[src/rtl/hilo_divider.sv]
// hilo_divider: iterative radix-2 divider for MIPS div/divu that owns the HI/LO registers.
// One quotient bit per cycle; signs are stripped on entry and restored in a single fix-up cycle.
`default_nettype none

module hilo_divider #(
  parameter int WIDTH = 32
) (
  input  logic             Clock,
  input  logic             Reset,
  input  logic             Start,
  input  logic             Signed,
  input  logic [WIDTH-1:0] A,
  input  logic [WIDTH-1:0] B,
  output logic             Busy,
  output logic             Done,
  output logic             DivByZero,
  output logic [WIDTH-1:0] Hi,
  output logic [WIDTH-1:0] Lo
);

  localparam int CW = (WIDTH > 1) ? $clog2(WIDTH) : 1;

  typedef enum logic [1:0] {
    IDLE = 2'd0,
    CALC = 2'd1,
    FIX  = 2'd2
  } state_t;

  state_t           state;
  state_t           state_next;
  logic [CW-1:0]    count;
  logic [WIDTH-1:0] rem;
  logic [WIDTH-1:0] quo;
  logic [WIDTH-1:0] dvs;
  logic             q_neg;
  logic             r_neg;
  logic             zero;

  logic             a_neg;
  logic             b_neg;
  logic [WIDTH-1:0] abs_a;
  logic [WIDTH-1:0] abs_b;
  logic [WIDTH:0]   shifted;
  logic [WIDTH:0]   diff;
  logic             fits;

  always_comb begin
    a_neg   = Signed & A[WIDTH-1];
    b_neg   = Signed & B[WIDTH-1];
    abs_a   = a_neg ? -A : A;
    abs_b   = b_neg ? -B : B;
    // Remainder gets one extra bit so the trial subtract never wraps.
    shifted = {rem, quo[WIDTH-1]};
    diff    = shifted - {1'b0, dvs};
    fits    = ~diff[WIDTH];
  end

  always_comb begin
    state_next = state;
    case (state)
      IDLE: if (Start) state_next = (B == '0) ? FIX : CALC;
      CALC: if (count == '0) state_next = FIX;
      FIX:  state_next = IDLE;
      default: state_next = IDLE;
    endcase
  end

  always_ff @(posedge Clock) begin
    if (!Reset) state <= IDLE;
    else        state <= state_next;
  end

  assign Busy = (state != IDLE);

  always_ff @(posedge Clock) begin
    if (!Reset) begin
      count     <= '0;
      rem       <= '0;
      quo       <= '0;
      dvs       <= '0;
      q_neg     <= 1'b0;
      r_neg     <= 1'b0;
      zero      <= 1'b0;
      Done      <= 1'b0;
      DivByZero <= 1'b0;
      Hi        <= '0;
      Lo        <= '0;
    end else begin
      Done      <= 1'b0;
      DivByZero <= 1'b0;
      case (state)
        IDLE: begin
          if (Start) begin
            if (B == '0) begin
              // Raw dividend parked in rem so FIX can return it untouched in Hi.
              zero  <= 1'b1;
              rem   <= A;
              quo   <= '0;
              q_neg <= 1'b0;
              r_neg <= 1'b0;
            end else begin
              zero  <= 1'b0;
              rem   <= '0;
              quo   <= abs_a;
              dvs   <= abs_b;
              q_neg <= a_neg ^ b_neg;
              r_neg <= a_neg;
              count <= CW'(WIDTH - 1);
            end
          end
        end
        CALC: begin
          rem <= fits ? diff[WIDTH-1:0] : shifted[WIDTH-1:0];
          quo <= {quo[WIDTH-2:0], fits};
          if (count != '0) count <= count - 1'b1;
        end
        FIX: begin
          Done      <= 1'b1;
          DivByZero <= zero;
          if (zero) begin
            Hi <= rem;
            Lo <= '1;
          end else begin
            Hi <= r_neg ? -rem : rem;
            Lo <= q_neg ? -quo : quo;
          end
        end
        default: ;
      endcase
    end
  end

endmodule

`default_nettype wire

[config.mk]
export PLATFORM = sky130hd
export DESIGN_NAME = hilo_divider
export DESIGN_NICKNAME = d
export VERILOG_FILES = /design/src/rtl/hilo_divider.sv
export SDC_FILE = /design/constraint.sdc
export NUM_CORES = 1
export LEC_CHECK = 0
export CORE_ASPECT_RATIO = 0.7
export CORE_MARGIN = 2
export CORE_UTILIZATION = 35
export CTS_BUF_LIST = sky130_fd_sc_hd__clkbuf_8
export CTS_CLUSTER_DIAMETER = 100
export DETAILED_ROUTE_END_ITERATION = 16
export SETUP_SLACK_MARGIN = 0.5
export SKIP_LAST_GASP = 1
export SLEW_MARGIN = 0
export SYNTH_ARGS = -nofsm -noshare
export SYNTH_HDL_FRONTEND = slang
export SYNTH_SLANG_ARGS = --single-unit
[constraint.sdc]
create_clock -name Clock -period 4.15 [get_ports Clock]
set_input_delay 0.83 -clock Clock [delete_from_list [all_inputs] [get_ports Clock]]
set_output_delay 0.83 -clock Clock [all_outputs]
set_load 0.005 [all_outputs]
==> results by group, run 1 <==
Status
  – Outcome: finished, final reports clean

Routing
  – # DRC: 0
  – DRT iter0 DRCs: 814
  – Iteration count of the initial detailed-routing pass: 5
  – Total wire length: 34700 um
  – Vias per Instance: 5.53
  – Via count of the routed design: 10879
  – Avg WL per Cell: 17.6 um
  – DRT antenna net count: 0

Synthesis
  – Post-synth EDFFs: 0
  – Synth Area in Adders: 4.45%
  – Synthesized area per cell: 7.73 um^2
  – Simple-gate share of the synthesized area: 17.2%
  – Sequential share of the synthesized area: 30.9%
  – YS warnings: 0
  – Largest family of logic cells by synthesized area: compound AO/OA/AOI/OAI gates
  – #FFs+latches synth: 172
  – Async set-or-reset flop fraction in the synthesized netlist: 0%
  – Distinct cells, synth: 61
  – Top_reg_cell synth: dfxtp_1
  – Synthesized net count: 1548
  – Mapped Area: 0.0111 mm^2
  – Mux cell area share after synthesis: 2.53%
  – Instance count of the mapped netlist: 1441
  – XOR/XNOR share of the synthesized area: 11.3%
  – Compound-Gate Fraction of Synth Area: 28.6%

Critical path
  – CP delay by family, top: simple AND/OR/NAND/NOR gates
  – Worst r2r src: quo[31]
  – Arr. time, crit path: 3870 ps
  – Worst R2R Path Depth: 14
  – Startpoint types: input pin
  – CP Max Fanout: 4
  – R2R Setup Slk: 690 ps
  – End of the critical path: quo[30]
  – Critical Path, Cell by Cell: clkdlybuf4s50_1, inv_1, ha_1, or4b_2, nor4b_1, buf_4, nand2_1, nor3_1, a41oi_1, xor2_1, a21oi_1, nor2_1
  – Max incr delay on CP: 650 ps
  – Worst path depth: 12
  – CP Capture Type: flop
  – Crit Path Class: input pin to flop
  – Reg2reg end: rem[20]
  – CP max-delay cell: or4b_2
  – CP Data Required Time: 4550 ps
  – CP startpoint: A[0]
  – Critical path buffer and inverter count: 3

Place
  – Placed cells: 1933
  – Post-DP HPWL: 25500 um
  – RD Place Congestion: 0.900
  – Dpl cell area: 0.0130 mm^2
  – Port bufs: 134

Pwr
  – Peak supply drop: 0.000185 V
  – Leak pwr: 5.23 nW
  – Power Dens Cells: 402 mW/mm^2

GRT
  – Largest net degree at the start of global routing: 68
  – All-Layer GR Usage: 20.7%
  – Initial antenna violation count: 2
  – Congestion Overflow GR: 0
  – First-pass GRT wire length: 55200 um
  – Vias in the first global route: 10067

STA
  – Final Max Tran Viols: 0
  – Maximum clock rate: 0.288 GHz
  – Total negative setup slack: 0 ps
  – Final Hold Viols: 0
  – Setup violations, final: 0
  – Period utilization: 83.6%
  – Hold WS: 458 ps
  – Worst-Margin Slew: 1330 ps
  – Slew headroom: 11.3%
  – Clock Skews: 20.5 ps
  – Unrepaired setup endpoints after global routing: false
  – Fin crit period: 3470 ps

Final layout
  – Post-route cell area: 0.0135 mm^2
  – Layout cells sized above 1: 6.85%
  – N_diodes: 0
  – Nets: 1642
  – P&R area growth vs syn: 20.9%
  – Non-Filler Instances: 1968
  – Layout filler cell count: 3190

Floorplan
  – Chip width: 217 um
  – Die Height: 153 um
  – Row count: 54
  – Starting Density: 35.7%
  – # IOs: 135
  – Die ar.: 0.0333 mm^2
  – Core area: 0.0312 mm^2

Clocking
  – CTS max path bufs: 2
  – Depth of the CTS H-tree: 4
  – CTS sink count: 172
  – CTS tree: built
  – Clock Latency Late Sink: 510 ps
  – Root buf cell: clkbuf_8
  – Clock-pin slew on the worst setup and hold paths: 100 ps
  – # hold bufs at CTS: 0
  – CTS Buf Count: 17

Worst hold path
  – Worst hold path class: flop to flop

Job
  – Max-cap viol count: 0
state kept, by name (all words and copies together) (netlist names):
register,cells
dvs,32
Hi,32
r_neg,1
Lo,32
q_neg,1
state,2
quo,32
rem,32
Done,1
DivByZero,1
count,5
zero,1
tightest hold or removal path: stages (launching register included):
cell and delay (ps):
dfxtp_1 320, nand2_1 50, a21oi_1 50
layer usage:
metal	GRT usage, %	share of wire, %
met4	4.60	1.1
met1	30.0	49
met5	0	0.066
met2	31.4	44
met3	4.22	5.0
area by class of cell:
type	instances	area [um^2]	area share, %
Clock inverter	14	180	1.34
Clock buffer	18	248	1.84
Tap cell	420	526	3.90
Inverter	56	210	1.56
Sequential cell	172	3440	25.6
Multi-Input combinational cell	1119	7200	53.4
Timing Repair Buffer	169	1670	12.4
synth_stat cells, types with 8 or more instances:
library cell	count	area (um^2)
dfxtp_1	172	3440
o41ai_1	17	149
o211a_1	23	230
clkbuf_1	84	315
o21ai_0	144	721
mux2_2	17	191
o31ai_1	26	195
and2_1	10	62.6
nor4_1	8	50.1
nor3_1	14	70.1
nand2b_1	14	87.6
a31oi_1	12	75.1
buf_1	10	37.5
a21oi_1	154	771
inv_1	55	206
nand4_1	11	68.8
o221ai_1	15	131
nand2_1	121	454
xor2_1	73	639
nand3_1	18	90.1
a21boi_0	10	75.1
a22oi_1	16	120
a21o_1	9	67.6
nor2_1	140	526
o211ai_1	10	75.1
xnor2_1	71	622
a211oi_1	42	315
mux2i_1	9	90.1
or4_1	17	128
or3_1	12	75.1
ha_1	38	475
what timing repair did:
action,CTS,global route
buffers inserted,1,2
pin swaps,1,3
resized for setup,2,5
endpoints found under the setup margin,27,33
worst min-delay path by stage:
stage	slack, ps	cells past startpoint	from	endpoint
floorplan	430	2	dvs[22]	dvs[22]
global placement	440	2	dvs[22]	dvs[22]
detailed placement	450	2	dvs[22]	dvs[22]
CTS	460	2	dvs[22]	dvs[22]
global route	500	2	dvs[22]	dvs[22]
finish	460	2	dvs[22]	dvs[22]
report_power, final:
part | internal (mW) | switching [mW] | total, mW
Clock | 0.662 | 0.669 | 1.33
Combinational | 0.933 | 1.18 | 2.11
Sequential | 1.80 | 0.175 | 1.97
through the flow:
step	total power [mW]	util, %	setup slack (ps)
after CTS	5.42	43.1	541
final	5.42	43.2	680
after global routing	5.76	43.2	490
after floorplan	3.44	-	657
after global placement	4.05	41.6	261
after detailed placement	4.06	41.6	221
cell usage in the layout (no fill, tap or decap), drive strengths merged, types with 18 or more instances in the layout:
cell type / synthesis / final
a211oi: 42 / 42
a21oi: 154 / 154
buf: 10 / 36
clkbuf: 84 / 18
clkdlybuf4s50: 0 / 133
dfxtp: 172 / 172
ha: 38 / 38
inv: 56 / 60
nand2: 121 / 121
nand3: 18 / 18
nor2: 140 / 140
o211a: 23 / 23
o21ai: 144 / 144
o31ai: 26 / 26
or4: 24 / 24
xnor2: 71 / 71
xor2: 73 / 73
kinds of logic (layout without fill, tap and decap cells):
group                      Yosys count  after routing
muxes                               26             26
and+or+nand+nor                    402            402
buffers and inverters              150            257
AOI/OAI and AO/OA                  508            508
DFF                                172            172
adders and majority gates           39             39
xor gates and xnor gates           144            144
(Power assumes the default switching activity.)
==> run 2: changes to the inputs <==
==> constraint.sdc (replaced) <==
create_clock -name Clock -period 2.81 [get_ports Clock]
set_input_delay 0.562 -clock Clock [delete_from_list [all_inputs] [get_ports Clock]]
set_output_delay 0.562 -clock Clock [all_outputs]
set_load 0.005 [all_outputs]
==> results by group, run 2 (synthesis results as in run 1) <==
GRT
  – Vias in the first global route: 11985 (+19%)
  – Largest net degree at the start of global routing: 98 (+44%)
  – First-pass GRT wire length: 65800 um (+19%)
  – All-Layer GR Usage: 24.9% (+4.2 points)
  – Met2 Usage GRT: 38.7% (+7.3 points)
  – Met1 Usage GRT: 34.6% (+4.6 points)
  – Initial antenna violation count: 1 (-1)
  – Congestion Overflow GR: 0 (unchanged)
  – Gr busiest metal: met2
  – M3 GR Usage: 6.37% (+2.1 points)

Pwr
  – Clock power frac: 18.5% (-6.1 points)
  – Int Pwr: 6.24 mW (+84%)
  – Switching portion of total power: 38.1% (+0.75 points)
  – Peak supply drop: 0.000304 V (+64%)
  – Comb power frac: 53.2% (+14 points)
  – Flop pwr share: 28.3% (-8.1 points)
  – Leak pwr: 7.42 nW (+42%)
  – Sw power: 3.84 mW (+90%)
  – Power Dens Cells: 553 mW/mm^2 (+38%)

Final layout
  – Layout filler cell count: 2745 (-14%)
  – Reg area: 0.00347 mm^2 (+0.65%)
  – Nets: 1979 (+21%)
  – Core Util, Final: 58.4% (+15 points)
  – N_diodes: 0 (unchanged)
  – P&R area growth vs syn: 63.6%
  – Multi-input gate area: 0.00892 mm^2 (+24%)
  – Layout cells sized above 1: 39.3% (+32 points)
  – Most frequent cells in the layout: buf_4 (289), dfxtp_1 (158), nor2_1 (117)
  – Leading cell type in the layout, fill and taps excluded: buf_4

Place
  – Pre-CTS setup slack: -710 ps (-931 ps)
  – Port bufs: 134 (unchanged)
  – RD Place Congestion: 0.913 (+1.5%)
  – Post-DP HPWL: 29900 um (+17%)

Clocking
  – CTS max path bufs: 2 (unchanged)
  – Root buf cell: clkbuf_8
  – CTS sink count: 172 (unchanged)
  – # hold bufs at CTS: 0 (unchanged)
  – Depth of the CTS H-tree: 4 (unchanged)
  – Clock-pin slew on the worst setup and hold paths: 100 ps (about the same)
  – CTS tree: built
  – Clock Latency Late Sink: 490 ps (-20 ps)
  – CTS Buf Count: 17 (unchanged)

Floorplan
  – Row count: 54 (unchanged)
  – # IOs: 135 (unchanged)
  – Die ar.: 0.0333 mm^2 (unchanged)
  – Starting Density: 35.7% (unchanged)
  – Core area: 0.0312 mm^2 (unchanged)
  – Chip width: 217 um (unchanged)
  – Die Height: 153 um (unchanged)

Critical path
  – Startpoint types: flop
  – Most used cell, CP: or4_4
  – CP Max Fanout: 2 (-2)
  – CP Data Required Time: 3170 ps (-1380 ps)
  – CP delay by family, top: simple AND/OR/NAND/NOR gates
  – Critical Path, Cell by Cell: or4_4, or3_4, or4_4, or4_4, or4_4, buf_6, o41ai_4, xor2_1, a21oi_1
  – Crit Path Class: flop to flop
  – Max incr delay on CP: 530 ps (-120 ps)
  – CP Capture Type: flop
  – Arr. time, crit path: 3740 ps (-130 ps)
  – Critical path buffer and inverter count: 1 (-2)
  – CP max-delay cell: or4_4

STA
  – Slew headroom: 32.0% (+21 points)
  – Unrepaired setup endpoints after global routing: true
  – Fin crit period: 3380 ps
  – Final Hold Viols: 0 (unchanged)
  – Clock Skews: 19.6 ps (-0.952 ps)
  – Period utilization: 120%
  – Worst-Margin Slew: 1020 ps (-307 ps)
  – Final Max Tran Viols: 0 (unchanged)
  – Maximum clock rate: 0.296 GHz
  – Fin worst setup slack: -571 ps (-1250 ps)
  – Setup violations, final: 46 (+46)

Status
  – Outcome: complete, but fails checks
  – Failing checks: setup timing

Routing
  – Via count of the routed design: 12503 (+15%)
  – Vias per Instance: 5.42 (-1.9%)
  – DRT iter0 DRCs: 1023 (+26%)
  – Avg WL per Cell: 18.3 um (+3.7%)
  – # DRC: 0 (unchanged)
  – DRT antenna net count: 0 (unchanged)
  – Iteration count of the initial detailed-routing pass: 5 (unchanged)
  – Total wire length: 42100 um (+21%)

Worst hold path
  – Worst hold path class: input pin to flop

Job
  – Max-cap viol count: 0 (unchanged)
-- run 2: through the flow --
stage | setup TNS, ps | hold WS [ps] | std cells | instance area [um^2] | power [mW]
5_1_grt | -13500 | 435 | 2305 | 18200 | 10.6
3_3_place_gp | -48180 | 443 | 2184 | 15600 | 7.00
4_1_cts | -8890 | 421 | 2281 | 17400 | 9.68
3_5_place_dp | -55370 | 453 | 2184 | 15600 | 7.04
2_1_floorplan | -1670 | 431 | 1441 | 12000 | 5.47
6_report | -9820 | 445 | 2305 | 18200 | 10.1
-- run 2: worst paths after layout --
check	start	endpoint	slack (ps)	cells after the start
worst max-delay path	quo[9]	Lo[29]	-570	9
worst min-delay path	Reset	quo[6]	440	3
worst max register to register	quo[9]	Lo[29]	-570	9
worst min register to register	Hi[0]	Hi[0]	480	2
-- run 2: worst min-delay path, stage by stage --
cell and delay (ps):
buf_4 200, o221ai_1 100, nor2_1 40
-- run 2: cell type report --
class	instances	share of cell area [%]
multi-input combinational	1120	48.9
timing repair buffer	505	25.7
sequential	172	19.0
tap	420	2.88
clock buffer	21	1.59
inverter	56	1.26
clock inverter	11	0.652
-- run 2: power groups by stage --
stage / combinational [mW] / clock [mW] / sequential (mW)
after CTS: 4.95 / 1.89 / 2.84
final: 5.36 / 1.86 / 2.85
after detailed placement: 4.15 / 0 / 2.89
after floorplan: 2.58 / 0 / 2.89
after global routing: 5.76 / 2.00 / 2.88
after global placement: 4.11 / 0 / 2.88
-- run 2: timing repair --
item                       in CTS  in global routing
pin swaps                     125                126
gates cloned                   10                  0
setup endpoints to repair     135                136
buffers inserted               55                 24
resized for setup             243                150
-- run 2: metal layers --
layer  share of wire [%]  vias up
met4                 1.3        0
met3                 6.8       39
met1                  47     6062
met2                  45      319
li1                    -     6083
met5                   0        -
==> run 3: changes to the inputs <==
--- a/config.mk
+++ b/config.mk
@@ -11,6 +11,7 @@
 export CTS_BUF_LIST = sky130_fd_sc_hd__clkbuf_8
 export CTS_CLUSTER_DIAMETER = 100
 export DETAILED_ROUTE_END_ITERATION = 16
+export RECOVER_POWER = 50
 export SETUP_SLACK_MARGIN = 0.5
 export SKIP_LAST_GASP = 1
 export SLEW_MARGIN = 0
==> results by group, run 3 (synthesis results as in run 1) <==
Status
  – Outcome: complete, but fails checks
  – Failing checks: setup timing

Floorplan
  – Chip width: 217 um (unchanged)
  – Core area: 0.0312 mm^2 (unchanged)
  – Die ar.: 0.0333 mm^2 (unchanged)
  – Starting Density: 35.7% (unchanged)
  – Row count: 54 (unchanged)
  – # IOs: 135 (unchanged)
  – Die Height: 153 um (unchanged)

STA
  – Setup violations, final: 46 (unchanged)
  – Maximum clock rate: 0.296 GHz (about the same)
  – Worst-Margin Slew: 1010 ps (-7.40 ps)
  – Slew headroom: 32.5% (+0.49 points)
  – Final Max Tran Viols: 0 (unchanged)
  – Unrepaired setup endpoints after global routing: true
  – Fin worst setup slack: -572 ps (-0.665 ps)
  – Fin crit period: 3380 ps (+0.665 ps)
  – Final Hold Viols: 0 (unchanged)
  – Period utilization: 120% (about the same)
  – Clock Skews: 19.5 ps (-0.117 ps)

GRT
  – First-pass GRT wire length: 65800 um (unchanged)
  – Vias in the first global route: 11985 (unchanged)
  – Initial antenna violation count: 1 (unchanged)
  – All-Layer GR Usage: 24.9% (unchanged)
  – Congestion Overflow GR: 0 (unchanged)
  – Largest net degree at the start of global routing: 98 (unchanged)

Critical path
  – Max incr delay on CP: 530 ps (about the same)
  – CP Data Required Time: 3170 ps (about the same)
  – Most used cell, CP: or4_4
  – CP Max Fanout: 2 (unchanged)
  – R2R Setup Slk: -570 ps (about the same)
  – Reg2reg end: Lo[29]
  – Crit Path Class: flop to flop
  – CP max-delay cell: or4_4
  – Worst r2r src: quo[9]
  – Worst R2R Path Depth: 9 (unchanged)
  – Arr. time, crit path: 3740 ps (about the same)
  – Critical Path, Cell by Cell: or4_4, or3_4, or4_4, or4_4, or4_4, buf_6, o41ai_4, xor2_1, a21oi_1
  – Startpoint types: flop
  – CP Capture Type: flop

Pwr
  – Leak pwr: 7.64 nW (+3.0%)
  – Peak supply drop: 0.000303 V (-0.18%)
  – Comb power frac: 53.2% (about the same)
  – Sw power: 3.83 mW (-0.29%)
  – Clock power frac: 18.5% (about the same)
  – Power Dens Cells: 552 mW/mm^2 (-0.11%)
  – Flop pwr share: 28.3% (about the same)
  – Total power: 10.1 mW (-0.21%)
  – Int Pwr: 6.23 mW (-0.15%)
  – Switching portion of total power: 38.1% (about the same)

Routing
  – Avg WL per Cell: 18.2 um (-0.19%)
  – Iteration count of the initial detailed-routing pass: 5 (unchanged)
  – Total wire length: 42000 um (-0.19%)
  – Vias per Instance: 5.44 (+0.23%)
  – Via count of the routed design: 12532 (+0.23%)
  – DRT antenna net count: 0 (unchanged)
  – DRT iter0 DRCs: 991 (-3.1%)
  – # DRC: 0 (unchanged)

Final layout
  – Multi-input gate area: 0.00891 mm^2 (about the same)
  – Leading cell type in the layout, fill and taps excluded: buf_4
  – Layout cells sized above 1: 39.3% (unchanged)
  – Most frequent cells in the layout: buf_4 (289), dfxtp_1 (158), nor2_1 (117)
  – N_diodes: 0 (unchanged)
  – P&R area growth vs syn: 63.5% (about the same)
  – Reg area: 0.00347 mm^2 (unchanged)
  – Layout filler cell count: 2747 (+0.073%)
  – Core Util, Final: 58.4% (about the same)
  – Nets: 1979 (unchanged)

Clocking
  – Depth of the CTS H-tree: 4 (unchanged)
  – CTS sink count: 172 (unchanged)
  – Root buf cell: clkbuf_8
  – CTS max path bufs: 2 (unchanged)
  – CTS tree: built
  – Clock Latency Late Sink: 490 ps (about the same)
  – Clock-pin slew on the worst setup and hold paths: 100 ps (about the same)
  – CTS Buf Count: 17 (unchanged)

Job
  – Max-cap viol count: 0 (unchanged)

Worst hold path
  – Worst Hold End: quo[6]
  – Worst hold path class: input pin to flop
  – Hold_sp: Reset
  – Hold path depth: 3 (unchanged)

Place
  – RD Place Congestion: 0.913 (unchanged)
  – Post-DP HPWL: 29900 um (unchanged)
  – Port bufs: 134 (unchanged)
run 3: how the worst max path moves through the flow:
stage / to / slack (ps) / start
final: Lo[29] / -570 / quo[9]
after global routing: Lo[29] / -660 / quo[9]
after CTS: Lo[29] / -560 / quo[9]
after detailed placement: quo[27] / -710 / A[16]
after global placement: quo[29] / -700 / A[16]
after floorplan: Lo[28] / -350 / quo[9]
run 3: timing repair:
item / in CTS / in global routing
setup endpoints to repair: 135 / 136
hold endpoints to repair: 0 / 0
resized for setup: 243 / 150
buffers inserted: 55 / 24
cloned: 10 / 0
hold buffers: 0 / 0
pin swaps: 125 / 126
run 3: metal layers:
layer  global-route usage (%)  part of all wire, %  vias up
li1                         -                    -     6088
met1                     34.6                   46     6062
met2                     38.7                   45      343
met3                     6.37                  7.1       39
met4                     4.92                  1.3        0
met5                        0                    0        -
run 3: worst max-delay path, delay by kind of cell (launching register included):
kind	cells	cell delay, ps
xor+xnor	1	170
buf+inv	1	140
simple gates	5	2240
flops	1	330
compound gates	2	360
run 3: through the flow:
step,setup WS (ps),hold WS [ps],cells,instance area [um^2],TNS [ps]
after floorplan,-346,431,1441,12000,-1670
after global placement,-700,443,2184,15600,-48180
after detailed placement,-710,453,2184,15600,-55370
after CTS,-558,421,2281,17400,-8890
after global routing,-660,435,2305,18200,-13640
final,-572,447,2305,18200,-9980
run 3: power by group through the flow:
stage	combinational [mW]	sequential (mW)	clock, mW
2_1_floorplan	2.58	2.89	0
3_3_place_gp	4.11	2.88	0
3_5_place_dp	4.15	2.89	0
4_1_cts	4.95	2.84	1.89
5_1_grt	5.75	2.88	2.00
6_report	5.35	2.85	1.86
run 3: cell type report:
type | count | area share (%)
flip-flops and latches | 172 | 19.0
inverters | 56 | 1.26
well taps | 420 | 2.88
multi-input cells | 1120 | 48.9
clock inverters | 11 | 0.652
repair buffers | 505 | 25.7
clock buffers | 21 | 1.59
